<file path="src/rtl/caliptra_fpga_clk_step_ctrl.sv">
// Run/step sequencer for the FPGA wrapper's gated Caliptra clock.
// Issues a burst of enabled cycles and halts on budget, wire change, cycle breakpoint or abort.
module caliptra_fpga_clk_step_ctrl #(
  parameter int CNT_W  = 32,
  parameter int CYC_W  = 64,
  parameter int WIRE_W = 64
) (
  input  logic              aclk,
  input  logic              rstn,
  input  logic              go,
  input  logic              abort,
  input  logic [CNT_W-1:0]  cycle_count,
  input  logic              bkpt_wires_en,
  input  logic              bkpt_cycle_en,
  input  logic [CYC_W-1:0]  bkpt_cycle,
  input  logic [WIRE_W-1:0] generic_output_wires,
  output logic              clk_en,
  output logic              busy,
  output logic              done,
  output logic [CNT_W-1:0]  remaining,
  output logic [CYC_W-1:0]  gated_cycles,
  output logic [1:0]        halt_cause
);

  localparam logic [1:0] ST_IDLE = 2'd0;
  localparam logic [1:0] ST_RUN  = 2'd1;
  localparam logic [1:0] ST_HALT = 2'd2;

  localparam logic [1:0] CAUSE_NONE   = 2'd0;
  localparam logic [1:0] CAUSE_BUDGET = 2'd1;
  localparam logic [1:0] CAUSE_WIRES  = 2'd2;
  localparam logic [1:0] CAUSE_CYCLE  = 2'd3;

  localparam logic [CYC_W-1:0] CYC_ONE = {{(CYC_W-1){1'b0}}, 1'b1};
  localparam logic [CNT_W-1:0] CNT_ONE = {{(CNT_W-1){1'b0}}, 1'b1};

  logic [1:0]        state;
  logic              go_q;
  logic [WIRE_W-1:0] wires_prev;
  logic [CYC_W-1:0]  cyc_next;
  logic              run_now;
  logic              hit_abort;
  logic              hit_wire;
  logic              hit_cyc;
  logic              hit_bud;

  assign run_now   = (state == ST_RUN);
  assign cyc_next  = gated_cycles + CYC_ONE;
  assign hit_abort = abort;
  assign hit_wire  = bkpt_wires_en && (generic_output_wires != wires_prev);
  assign hit_cyc   = bkpt_cycle_en && (cyc_next == bkpt_cycle);
  assign hit_bud   = (remaining == CNT_ONE);

  // Reset kills the enable combinationally so a mid-burst reset stops the gated clock at once.
  assign clk_en = rstn && run_now && !hit_abort && !hit_wire;
  assign busy   = run_now;

  always_ff @(posedge aclk) begin
    if (!rstn) begin
      state        <= ST_IDLE;
      remaining    <= '0;
      gated_cycles <= '0;
      halt_cause   <= CAUSE_NONE;
      done         <= 1'b0;
      go_q         <= 1'b0;
      wires_prev   <= '0;
    end else begin
      go_q <= go;
      done <= 1'b0;
      case (state)
        ST_IDLE: begin
          if (go && !go_q) begin
            if (cycle_count == '0) begin
              state      <= ST_HALT;
              halt_cause <= CAUSE_BUDGET;
              done       <= 1'b1;
            end else begin
              state      <= ST_RUN;
              remaining  <= cycle_count;
              wires_prev <= generic_output_wires;
              halt_cause <= CAUSE_NONE;
            end
          end
        end
        ST_RUN: begin
          if (hit_abort) begin
            state      <= ST_HALT;
            halt_cause <= CAUSE_NONE;
            done       <= 1'b1;
          end else if (hit_wire) begin
            state      <= ST_HALT;
            halt_cause <= CAUSE_WIRES;
            done       <= 1'b1;
          end else begin
            // Enabled cycle: a cycle or budget hit makes this the final enabled cycle.
            gated_cycles <= cyc_next;
            remaining    <= remaining - CNT_ONE;
            wires_prev   <= generic_output_wires;
            if (hit_cyc) begin
              state      <= ST_HALT;
              halt_cause <= CAUSE_CYCLE;
              done       <= 1'b1;
            end else if (hit_bud) begin
              state      <= ST_HALT;
              halt_cause <= CAUSE_BUDGET;
              done       <= 1'b1;
            end
          end
        end
        ST_HALT: begin
          if (!go) begin
            state <= ST_IDLE;
          end
        end
        default: state <= ST_IDLE;
      endcase
    end
  end

endmodule

</file>
<file path="config.mk">
export PLATFORM = sky130hd
export DESIGN_NAME = caliptra_fpga_clk_step_ctrl
export DESIGN_NICKNAME = d
export VERILOG_FILES = /design/src/rtl/caliptra_fpga_clk_step_ctrl.sv
export SDC_FILE = /design/constraint.sdc
export NUM_CORES = 1
export LEC_CHECK = 0
export ABC_AREA = 1
export CAP_MARGIN = 30
export CORE_UTILIZATION = 30
export DETAILED_ROUTE_END_ITERATION = 8
export PLACE_DENSITY_LB_ADDON = 0.12
export SLEW_MARGIN = 15
export SYNTH_ARGS = -nofsm -noshare
export SYNTH_HDL_FRONTEND = slang
export SYNTH_SLANG_ARGS = --single-unit
</file>
<file path="constraint.sdc">
create_clock -name aclk -period 2.4 [get_ports aclk]
set_clock_uncertainty 0.05 [all_clocks]
set_input_delay 0.48 -clock aclk [delete_from_list [all_inputs] [get_ports aclk]]
set_output_delay 0.48 -clock aclk [all_outputs]
set_load 0.01 [all_outputs]
</file>
Word level (Yosys, flattened, before mapping)

Cells that the tools add are included.

Bits in registers: 166
Input bits: 166

Add/sub/neg operators: 2
Eq/ne operators: 11
Multiplexer cells: 32
Bitwise operators: 2
Reduce and logical (&&, ||, !) cells: 16

Operator list:

| kind                  | number |
|---|---|
| $mux 64               | 4 |
| $mux 32               | 4 |
| $pmux 64 s2           | 1 |
| $add 64x1->64 const B | 1 |
| $eq 64x64->1          | 1 |
| $ne 64x64->1          | 1 |
| $pmux 32 s2           | 1 |
| $eq 32x1->1 const B   | 1 |
| $logic_not 32->1      | 1 |
| $sub 32x1->32 const B | 1 |
| $mux 2                | 12 |
| $ne 2x2->1 const B    | 5 |
| $reduce_and 3->1      | 3 |
| $mux 1                | 7 |
| $logic_and 1x1->1     | 6 |
| $pmux 2 s3            | 1 |
| $ne 5x2->1 const B    | 1 |
| $reduce_and 5->1      | 1 |
| $pmux 2 s2            | 1 |
| $logic_not 1->1       | 3 |
| $eq 2x1->1 const B    | 1 |
| $eq 2x2->1 const B    | 1 |
| $logic_not 2->1       | 1 |
| $not 1->1             | 2 |
| 2 further kinds       | 2 |

Depth between registers and ports, before layout

Depth after elaboration: 7
Depth in mapped cells: 22
Depth with buffers taken out: 22

Worst setup path before layout

No wires, ideal clock.

Path kind: register to register
Start: register gated_cycles[0]
End: register halt_cause[1]
Data arrival time: 2.234 ns
Required time: 2.237 ns
Path slack: 0.003 ns
Cell stages (with the launch flop): 22
Path buffers: 1
Period minus slack after synthesis: 2.397 ns
Cell sequence: dfxtp_1 > ha_1 > inv_1 > nor2_2 > nand2_2 > nor2_4 > buf_6 > nand2_1 > nand2_1 > nand2_1 > nand2_1 > nand2_1 > nor2_1 > nand2_1 > nor2_1 > nand3_1 > nor2_1 > nand2_1 > nand2_2 > nand3_2 > nor2_1 > nor2_1

Word-level cells in the longest chain between the ends: 7
Elaborated cells on any way between the ends: 9

Ends and longest elaborated chain:

| element                  | line | text |
|---|---|---|
| start: declaration       | 21   | `output logic [CYC_W-1:0] gated_cycles,` |
| start signal: assignment | 96   | `gated_cycles <= cyc_next;` |
| $add 64x1->64 (*)        | 48   | `assign cyc_next = gated_cycles + CYC_ONE;` |
| $eq 64x64->1 (*)         | 51   | `assign hit_cyc = bkpt_cycle_en && (cyc_next == bkpt_cycle);` |
| $logic_and 1x1->1 (*)    | 51   |  |
| $mux 2                   | 99   | `if (hit_cyc) begin` |
| $mux 2                   | 90   | `end else if (hit_wire) begin` |
| $mux 2                   | 86   | `if (hit_abort) begin` |
| $pmux 2 s2               | 70   | `case (state)` |
| end signal: assignment   | 88   | `halt_cause <= CAUSE_NONE;` |
| end signal: assignment   | 92   | `halt_cause <= CAUSE_WIRES;` |
| end signal: assignment   | 101  | `halt_cause <= CAUSE_CYCLE;` |
| end: declaration         | 22   | `output logic [1:0] halt_cause` |

Every way passes the cells marked *; elsewhere a longest branch is shown, timed or not.
A chain may end at the register's enable or synchronous reset.

Worst setup path after layout

Start: register gated_cycles[19]
End: register state[1]

Word-level cells in the longest chain between the ends: 7
Elaborated cells on any way between the ends: 9

Ends and longest elaborated chain:

| element                | line | text |
|---|---|---|
| $add 64x1->64 (*)      | 48   |  |
| $eq 64x64->1 (*)       | 51   |  |
| $logic_and 1x1->1 (*)  | 51   |  |
| $mux 2                 | 99   |  |
| $mux 2                 | 90   |  |
| $mux 2                 | 86   |  |
| $pmux 2 s3             | 70   |  |
| end signal: assignment | 87   | `state <= ST_HALT;` |
| end signal: assignment | 91   | `state <= ST_HALT;` |
| end signal: assignment | 100  | `state <= ST_HALT;` |
| end: declaration       | 37   | `logic [1:0] state;` |

Marked as above.

==> flow_summary.json <==
{
  "numCtsBuffers": 17,
  "dp_cells": 3024,
  "setup_tns_ns": -1.65,
  "seq_area_frac_synth": 0.287,
  "critical_path_class": "register to register",
  "first_pass_iters": 5,
  "synth_area_leaders": "dfxtp_1 (29%), nand2_1 (16%), nor2_1 (11%)",
  "ys.flop_type": "dfxtp_1",
  "gp_congestion": 0.978,
  "grt_pass1_vias": 14232,
  "timing.rr.end": "state[1]",
  "core_area_um2": 37800,
  "total_power_mw": 9.99,
  "ant_nets": 0,
  "hpwl_um": 40200,
  "grt_max_degree": 151,
  "initial_core_util": 0.306,
  "drc_errors": 0,
  "yosys.area.top_type_share": 0.287,
  "cts_root_buf": "clkbuf_16",
  "leakagePower_nw": 8.89,
  "antenna_cells": 0,
  "min_period_ns": 2.72,
  "synth_edf_count": 0,
  "violations": "negative setup slack",
  "via_count": 15163,
  "routedWlPerCell_um": 17.3,
  "die_x_um": 198,
  "grt_antenna_before_repair": 4,
  "preCtsSetupSlack_ns": -0.790,
  "crit_path_start": "gated_cycles[19]",
  "die_h_um": 198,
  "tightest_slew_ns": 0.772,
  "endpoint_kind": "register",
  "fill_cells": 3837,
  "slew_headroom": 0.485,
  "holdPathEnd": "wires_prev[3]",
  "slew_viol_final": 0,
  "holdCritPathClass": "primary input to register",
  "yosysMostFrequentCell": "nand2_1",
  "min_from": "generic_output_wires[3]",
  "path_buf_inv": 6,
  "clock_path_buffers": 2,
  "finalSetupViolCount": 6,
  "status": "finished, violations left",
  "nNetsFinal": 2749,
  "drt_iter0_drc": 799,
  "maxCapViolCount": 0,
  "cts-hold-fix-buffers": 0,
  "hold_depth": 3,
  "r2r_cells": 23,
  "yosys_warnings": 0,
  "fmax_mhz": 368,
  "syn_avg_cell_area_um2": 5.95,
  "area_growth_pct": 72.8,
  "multi_input_area_um2": 8370,
  "start_kind": "register",
  "cts_htree_levels": 4,
  "grt_pass1_wl_um": 79300,
  "power_density_nw_per_um2": 499,
  "cp_top_family": "simple AND/OR/NAND/NOR gates",
  "grt_overflow": 0,
  "timing.rr.start": "gated_cycles[19]",
  "netlist_area_um2": 11600,
  "yosys_register_bits": 166,
  "rows": 71,
  "portBuffers": 266,
  "critical_path.cell_chain": "buf_4 > nand2_2 > nor2_4 > buf_4 > nand2_2 > nor2_4 > buf_4 > buf_4 > nand3_1 > nand2_2 > buf_4 > nand3b_1 > and2_4 > nand2_1 > nor2_1 > nand2_1 > nor2_4 > nand3_4 > nand3_2 > nand2_1 > nand3_1 > nand2_1 > inv_1",
  "crit_path_frequent_cell": "buf_4",
  "clkTransAtPathRegs_ns": 0.08,
  "synth_cells": 1946,
  "max_stage_delay_ns": 0.36,
  "dieArea_um2": 39400,
  "worstPathMaxFanout": 3,
  "synth_commonest_cells": "nand2_1 (505), nor2_1 (344), inv_1 (189)",
  "seqCellArea_um2": 3400,
  "syn_nets": 2116,
  "drive_above_1_share": 0.295,
  "hold_viol": 0,
  "finalCritPeriodShare": 1.13,
  "synthArstFlopShare": 0,
  "stdcell_count": 3103,
  "grt_usage": 0.263,
  "crit_arrival_ns": 3.07,
  "pin_count": 267,
  "slowest_stage": "dfxtp_4",
  "ir_drop_mv": 0.501,
  "worst_slack_ns": -0.320,
  "synth.distinct_cells": 41,
  "r2r_slack_ns": -0.32,
  "cts_sinks": 166,
  "clock_latency_ns": 0.46,
  "routed_wl_um": 53700,
  "worstPathRequired_ns": 2.75,
  "rsz0062_at_grt": "yes",
  "synth.largest_area_cell": "dfxtp_1",
  "vias_per_cell": 4.89,
  "cts_tree": "built"
}
## per-layer routing
metal / track usage / routed length (um)
met5: 0 / 55
met4: 0.0664 / 1350
met3: 0.0546 / 3580
met2: 0.449 / 25400
met1: 0.335 / 23300
## repair_timing
action	4_1_cts	5_1_grt
endpoints found under the setup margin	43	166
gates resized for setup	185	328
buffers inserted	17	22
cloned	2	8
pin swaps	58	114
## worst max path at each step
stage                          to  slack, ns  cells past startpoint
floorplan           halt_cause[1]      0.003                     21
global placement           clk_en      -0.74                     12
detailed placement         clk_en      -0.79                     12
CTS                 halt_cause[1]      -0.33                     22
global route             state[1]      -0.47                     24
finish                   state[1]      -0.32                     23
## tightest hold or removal path: cells and delay by family
kind	cells	cell delay, ns
AOI/OAI and AO/OA	1	0.08
buffers and inverters	1	0.12
and+or+nand+nor	1	0.07
## sequential cells by signal, summed over array words and instances (netlist names)
register	cells
remaining	32
halt_cause	2
wires_prev	64
go_q	1
done	1
state	2
gated_cycles	64
## area by class of cell
type	instances	area share
timing repair inverter	1	0.000813
clock buffer	18	0.0214
sequential	166	0.170
clock inverter	14	0.00807
multi-input combinational	1529	0.418
tap	511	0.0320
timing repair buffer	671	0.312
inverter	193	0.0373
## power breakdown
group	internal, mW	total, mW	leakage, nW	switching [mW]
sequential	3.11	3.44	1.38	0.336
combinational	1.77	3.60	7.21	1.84
clock	1.57	2.94	0.290	1.38
total	6.44	9.99	8.89	3.55
## metrics by stage
step	hold WS [ns]	area, um2	util
after floorplan	0.392	11600	-
after global placement	0.403	17500	0.462
after detailed placement	0.419	17500	0.462
after CTS	0.430	18800	0.496
after global routing	0.294	20000	0.529
final	0.281	20000	0.529
## cell families after synthesis
logic type | count (synthesis) | share of synthesized area
AND/OR/NAND/NOR | 1124 | 0.413
AO/OA/AOI/OAI | 333 | 0.153
buffers and inverters | 251 | 0.0822
flip-flops | 166 | 0.287
XOR/XNOR | 67 | 0.0592
adder cells (fa/ha/maj) | 4 | 0.00432
multiplexers | 1 | 0.000864
## layout by cell type, fill, tap and decap left out, drive strengths merged, types with 19 or more instances in the layout
cell type / count
xnor2: 42
or2: 19
buf: 401
a21oi: 101
nand3: 138
dfxtp: 166
clkbuf: 24
nor2: 361
nand2: 510
clkdlybuf4s50: 220
inv: 198
nand3b: 27
dlymetal6s2s: 43
nand4: 33
o21ai: 182
a31oi: 23
Note: power is estimated with default switching activity, not from simulation.
